<file path="config.mk">
export PLATFORM = sky130hd
export DESIGN_NAME = mm_seq_ctrl
export DESIGN_NICKNAME = d
export VERILOG_FILES = /design/src/rtl/mm_pkg.sv /design/src/rtl/mm_axis_oreg.sv /design/src/rtl/mm_seq_ctrl.sv
export SDC_FILE = /design/constraint.sdc
export NUM_CORES = 1
export LEC_CHECK = 0
export ABC_AREA = 1
export BUFFER_PORTS_ARGS = -buffer_cell sky130_fd_sc_hd__buf_2
export CAP_MARGIN = 20
export CORE_ASPECT_RATIO = 1.5
export CORE_UTILIZATION = 42
export CTS_BUF_LIST = sky130_fd_sc_hd__clkbuf_2
export CTS_CLUSTER_SIZE = 40
export DETAILED_ROUTE_END_ITERATION = 12
export PLACE_DENSITY_LB_ADDON = 0.15
export SETUP_SLACK_MARGIN = 0.2
export SYNTH_ARGS = -nofsm -noshare
export SYNTH_HDL_FRONTEND = slang
export SYNTH_SLANG_ARGS = --single-unit
</file>
<file path="constraint.sdc">
create_clock -name clk -period 1.7 [get_ports clk]
set_input_delay 0.34 -clock clk [delete_from_list [all_inputs] [get_ports clk]]
set_output_delay 0.34 -clock clk [all_outputs]
set_load 0.01 [all_outputs]
</file>
<file path="src/rtl/mm_pkg.sv">
// Shared definitions for the matrix-multiply sequencer: state encoding and
// buffer word-count helpers.
package mm_pkg;

  typedef enum logic [2:0] {
    ST_LOAD_A,
    ST_LOAD_B,
    ST_START,
    ST_WAIT,
    ST_RD,
    ST_LAT,
    ST_OUT
  } mm_state_e;

  // A and B pack four 8-bit elements per word, C packs two 16-bit results.
  function automatic int calc_wa(input int n1, input int m);
    return (n1 * m) / 4;
  endfunction

  function automatic int calc_wb(input int m, input int n2);
    return (m * n2) / 4;
  endfunction

  function automatic int calc_wc(input int n1, input int n2);
    return (n1 * n2) / 2;
  endfunction

  function automatic int max3(input int a, input int b, input int c);
    int r;
    r = (a > b) ? a : b;
    return (r > c) ? r : c;
  endfunction

  function automatic int addr_w(input int words);
    return (words > 1) ? $clog2(words) : 1;
  endfunction

endpackage

</file>
<file path="src/rtl/mm_axis_oreg.sv">
// Output register stage for the result stream: captures one C word and holds
// data/last stable until the downstream handshake.
module mm_axis_oreg #(
  parameter int W = 32
) (
  input  logic         clk,
  input  logic         rst_n,
  input  logic         load,
  input  logic [W-1:0] load_data,
  input  logic         load_last,
  input  logic         ready,
  output logic [W-1:0] y_data,
  output logic         y_valid,
  output logic         y_last
);

  always_ff @(posedge clk) begin
    if (!rst_n) begin
      y_data  <= '0;
      y_valid <= 1'b0;
      y_last  <= 1'b0;
    end else if (load) begin
      y_data  <= load_data;
      y_valid <= 1'b1;
      y_last  <= load_last;
    end else if (y_valid && ready) begin
      y_valid <= 1'b0;
      y_last  <= 1'b0;
    end
  end

endmodule

</file>
<file path="src/rtl/mm_seq_ctrl.sv">
// Sequencer for a matrix-multiply array: loads A/B from an input stream,
// pulses start, waits for done, then streams C words out one at a time.
//
// state    | meaning
// LOAD_A   | accept A words from x stream into A buffer
// LOAD_B   | accept B words from x stream into B buffer
// START    | one-cycle start pulse to the array
// WAIT     | wait for array done
// RD       | read strobe to C buffer
// LAT      | C read data returns, captured into output register
// OUT      | present word on y stream until accepted
module mm_seq_ctrl
  import mm_pkg::*;
#(
  parameter int M  = 8,
  parameter int N1 = 4,
  parameter int N2 = 4,
  localparam int WA   = calc_wa(N1, M),
  localparam int WB   = calc_wb(M, N2),
  localparam int WC   = calc_wc(N1, N2),
  localparam int AW_A = addr_w(WA),
  localparam int AW_B = addr_w(WB),
  localparam int AW_C = addr_w(WC)
) (
  input  logic            clk,
  input  logic            rst_n,
  input  logic [31:0]     x_TDATA,
  input  logic            x_TVALID,
  output logic            x_TREADY,
  input  logic            x_TLAST,
  output logic            a_wr_en,
  output logic [AW_A-1:0] a_wr_addr,
  output logic            b_wr_en,
  output logic [AW_B-1:0] b_wr_addr,
  output logic [31:0]     wr_data,
  output logic            start,
  input  logic            done,
  output logic            c_rd_en,
  output logic [AW_C-1:0] c_rd_addr,
  input  logic [31:0]     c_rd_data,
  output logic [31:0]     y_TDATA,
  output logic            y_TVALID,
  input  logic            y_TREADY,
  output logic            y_TLAST,
  output logic            busy,
  output logic            err
);

  localparam int CW = $clog2(max3(WA, WB, WC)) + 1;
  localparam logic [CW-1:0] WA_LAST = CW'(WA - 1);
  localparam logic [CW-1:0] WB_LAST = CW'(WB - 1);
  localparam logic [CW-1:0] WC_LAST = CW'(WC - 1);

  if ((N1 * M) % 4 != 0) begin : g_bad_a
    $error("mm_seq_ctrl: N1*M must be a multiple of 4");
  end
  if ((M * N2) % 4 != 0) begin : g_bad_b
    $error("mm_seq_ctrl: M*N2 must be a multiple of 4");
  end
  if ((N1 * N2) % 2 != 0) begin : g_bad_c
    $error("mm_seq_ctrl: N1*N2 must be even");
  end

  mm_state_e     state, state_nx;
  logic [CW-1:0] cnt, cnt_nx;
  logic          err_q, err_nx;
  logic          oreg_load;

  always_ff @(posedge clk) begin
    if (!rst_n) begin
      state <= ST_LOAD_A;
      cnt   <= '0;
      err_q <= 1'b0;
    end else begin
      state <= state_nx;
      cnt   <= cnt_nx;
      err_q <= err_nx;
    end
  end

  always_comb begin
    state_nx  = state;
    cnt_nx    = cnt;
    err_nx    = err_q;
    x_TREADY  = 1'b0;
    a_wr_en   = 1'b0;
    b_wr_en   = 1'b0;
    start     = 1'b0;
    c_rd_en   = 1'b0;
    oreg_load = 1'b0;
    case (state)
      ST_LOAD_A: begin
        x_TREADY = 1'b1;
        a_wr_en  = x_TVALID;
        if (x_TVALID) begin
          // An early TLAST aborts the frame; the beat itself is still written.
          if (x_TLAST) begin
            err_nx = 1'b1;
            cnt_nx = '0;
          end else if (cnt == WA_LAST) begin
            state_nx = ST_LOAD_B;
            cnt_nx   = '0;
          end else begin
            cnt_nx = cnt + CW'(1);
          end
        end
      end
      ST_LOAD_B: begin
        x_TREADY = 1'b1;
        b_wr_en  = x_TVALID;
        if (x_TVALID) begin
          if (cnt == WB_LAST) begin
            state_nx = ST_START;
            cnt_nx   = '0;
            if (!x_TLAST) err_nx = 1'b1;
          end else if (x_TLAST) begin
            state_nx = ST_LOAD_A;
            cnt_nx   = '0;
            err_nx   = 1'b1;
          end else begin
            cnt_nx = cnt + CW'(1);
          end
        end
      end
      ST_START: begin
        start    = 1'b1;
        state_nx = ST_WAIT;
      end
      ST_WAIT: begin
        if (done) begin
          state_nx = ST_RD;
          cnt_nx   = '0;
        end
      end
      ST_RD: begin
        c_rd_en  = 1'b1;
        state_nx = ST_LAT;
      end
      ST_LAT: begin
        oreg_load = 1'b1;
        state_nx  = ST_OUT;
      end
      ST_OUT: begin
        if (y_TREADY) begin
          if (cnt == WC_LAST) begin
            state_nx = ST_LOAD_A;
            cnt_nx   = '0;
          end else begin
            state_nx = ST_RD;
            cnt_nx   = cnt + CW'(1);
          end
        end
      end
      default: begin
        state_nx = ST_LOAD_A;
        cnt_nx   = '0;
      end
    endcase
  end

  assign a_wr_addr = cnt[AW_A-1:0];
  assign b_wr_addr = cnt[AW_B-1:0];
  assign c_rd_addr = cnt[AW_C-1:0];
  assign wr_data   = x_TDATA;
  assign busy      = !((state == ST_LOAD_A) && (cnt == '0));
  assign err       = err_q;

  mm_axis_oreg #(.W(32)) u_oreg (
    .clk       (clk),
    .rst_n     (rst_n),
    .load      (oreg_load),
    .load_data (c_rd_data),
    .load_last (cnt == WC_LAST),
    .ready     (y_TREADY),
    .y_data    (y_TDATA),
    .y_valid   (y_TVALID),
    .y_last    (y_TLAST)
  );

endmodule
</file>
==> results.json <==
{
  "yosys_warnings": 0,
  "fillers": 547,
  "status": "completed",
  "ir_drop_v": 0.000541,
  "path_max_fanout": 5,
  "drive_gt1_share_pct": 39.9,
  "synthesis.area_mm2": 0.00217,
  "hold_class": "primary input to register",
  "critPathKind": "register to primary output",
  "finalPower_uw": 2090,
  "wl_met3_um": 304,
  "clkTransAtPathRegs_ns": 0.20,
  "met1_length_um": 2030,
  "synth_top_cell_area_share_pct": 38.7,
  "synth_top_flop_cell": "dfxtp_1",
  "core-area_mm2": 0.00489,
  "yosysSeqAreaShare_pct": 38.7,
  "synth_edf_count": 0,
  "syn_nets": 379,
  "drcViolationCount": 0,
  "ys_types": 24,
  "top_layer": "met4",
  "die_h_um": 90.1,
  "syn_inst": 307,
  "placed_cells": 414,
  "rsz0062_at_grt": "yes",
  "worst_pin_slew_ns": 0.351,
  "slew_headroom_pct": 76.6,
  "row_count": 31,
  "pwr_density_cell_mw_per_mm2": 798,
  "first_global_vias": 1817,
  "globalplace.congestion": 0.816,
  "drtAntennaViolNets": 0,
  "synthArstFlopShare_pct": 0,
  "grt_pass1_wl_um": 8020,
  "grt.total_usage_pct": 19.1,
  "setup_viol": 0,
  "hpwl_um": 3700,
  "clk_path_buf_depth": 2,
  "wl_per_cell_um": 12.1,
  "clk-insertion-delay-late_ns": 0.39,
  "pin_count": 152,
  "crit_required_ns": 1.36,
  "drv_cap": 0,
  "cts_sinks": 42,
  "antenna_found_initial": 0,
  "vias_per_cell": 4.71,
  "fp.dieW_um": 60.7,
  "cts_made_buffers": 5,
  "dr_total_vias": 2036,
  "period_minus_slack_ns": 1.60,
  "antenna_cells": 0,
  "cp-start-kind": "register",
  "htreeDepth": 2,
  "setup.worst_path.end_class": "primary output",
  "grt.overflow.total": 0,
  "skew_ns": 0.0126,
  "fin_crit_sh_pct": 94.4,
  "area_delta_synth_final_pct": 20.5,
  "p_leak_uw": 0.00140,
  "clock.fmax_mhz": 623,
  "cts_hold_buffers": 0,
  "start_util_pct": 44.4,
  "cts_root_buf": "clkbuf_2",
  "wl_met2_um": 2740,
  "worstPathArrival_ns": 1.26,
  "drt-initial-drc-count": 81,
  "grt_max_degree": 36,
  "cts_tree": "yes",
  "synth.area.top_cells": "dfxtp_1 39%, buf_4 14%, nor2_1 13%",
  "final_cells": 432,
  "avgSynthCellArea_um2": 7.07,
  "io_buffer_count": 87,
  "wl_um": 5230,
  "synth.largest_area_cell": "dfxtp_1",
  "dr.pass1.iters": 4,
  "hold_viol_final": 0,
  "slew_violations": 0,
  "dieArea_mm2": 0.00547,
  "ys_seq_elements": 42,
  "finalNetCount": 438
}
==> worst paths after layout <==
path / startpoint / end / slack [ns] / cells past startpoint
worst min-delay path: c_rd_data[31] / u_oreg.y_data[31] / 0.15 / 3
worst min register to register: err / err / 0.47 / 2
worst max register to register: cnt[1] / cnt[1] / 0.26 / 10
worst max-delay path: state[1] / busy / 0.1 / 5
==> cell usage after synthesis, types with 2 or more instances <==
| cell | number |
|---|---|
| a21oi_1 | 7 |
| buf_2 | 7 |
| buf_4 | 41 |
| clkbuf_1 | 3 |
| dfxtp_1 | 42 |
| ha_1 | 2 |
| inv_1 | 19 |
| inv_2 | 4 |
| nand2_1 | 37 |
| nand2_2 | 2 |
| nand3_1 | 12 |
| nand3_2 | 3 |
| nand4_1 | 4 |
| nor2_1 | 77 |
| nor2_2 | 3 |
| nor2_4 | 2 |
| o21ai_0 | 35 |
==> sequential cells by signal (all words and copies together) (netlist names) <==
register and count:
err 1, cnt 4, u_oreg.y_last 1, u_oreg.y_data 32
state 3, u_oreg.y_valid 1
==> cell usage in the layout, fill, tap and decap left out <==
| master | Yosys | final |
|---|---|---|
| ha_2 | 0 | 1 |
| buf_4 | 41 | 15 |
| a21oi_2 | 0 | 1 |
| clkbuf_2 | 1 | 5 |
| nor2_1 | 77 | 72 |
| nor2_8 | 1 | 1 |
| o21ai_0 | 35 | 34 |
| dfxtp_1 | 42 | 36 |
| inv_1 | 19 | 16 |
| dfxtp_4 | 0 | 4 |
| o21bai_1 | 1 | 1 |
| nand3_2 | 3 | 4 |
| nor2_2 | 3 | 5 |
| ha_4 | 0 | 1 |
| nand3_1 | 12 | 11 |
| buf_6 | 0 | 2 |
| bufinv_16 | 0 | 1 |
| o21ai_1 | 1 | 2 |
| nand2_4 | 1 | 2 |
| nand4_1 | 4 | 4 |
| nand2_1 | 37 | 35 |
| inv_4 | 0 | 5 |
| nor2_4 | 2 | 5 |
| buf_2 | 7 | 87 |
| dfxtp_2 | 0 | 2 |
| a21oi_1 | 7 | 6 |
| clkinv_1 | 1 | 2 |
| inv_2 | 4 | 2 |
| nand2_2 | 2 | 3 |
| nor3_1 | 1 | 1 |
==> kinds of logic after synthesis <==
family                     count (synthesis)  synth area share (%)
and+or+nand+nor                          143                  29.2
buffers and inverters                     76                  20.7
AOI/OAI and AO/OA                         44                  10.3
DFF                                       42                  38.7
adders and majority gates                  2                  1.15
==> what timing repair did <==
item / in CTS / in global routing
gates resized for setup: 16 / 21
pin swaps: 1 / 3
buffers inserted: 5 / 6
endpoints found under the setup margin: 7 / 16
==> worst max-delay path: stages (launching register included) <==
cell     delay (ns)
dfxtp_4        0.41
inv_4          0.08
nand2_4        0.06
nor2_4         0.09
nand4_1        0.10
buf_2          0.14
==> per-stage QoR <==
step | setup WS, ns | hold WS, ns | TNS, ns | utilization (%) | area, um^2
after floorplan | 0.238 | 0.474 | 0 | - | 2170
after global placement | 0.206 | 0.444 | 0 | 48.6 | 2370
after detailed placement | 0.180 | 0.450 | 0 | 48.6 | 2370
after CTS | 0.0482 | 0.130 | 0 | 51.2 | 2500
after global routing | -0.00159 | 0.116 | -0.00159 | 53.5 | 2620
final | 0.0958 | 0.148 | 0 | 53.5 | 2620
==> where the power goes <==
part | switching [uW] | internal [uW]
Sequential | 34.7 | 1010
Combinational | 274 | 221
Clock | 311 | 237
==> layer usage <==
metal  track usage, %  vias up
li1                 -     1036
met1             21.2      911
met2             32.1       68
met3             4.75       21
met4             9.85        0
met5                0        -
==> layout make-up <==
cell class / instances / area, um^2 / share of cell area (%)
timing repair buffer: 104 / 571 / 21.8
multi-input combinational: 189 / 942 / 36.0
tap: 66 / 82.6 / 3.16
sequential: 42 / 858 / 32.8
clock inverter: 2 / 33.8 / 1.29
inverter: 24 / 103 / 3.92
clock buffer: 5 / 25.0 / 0.957
(Power assumes the default switching activity.)
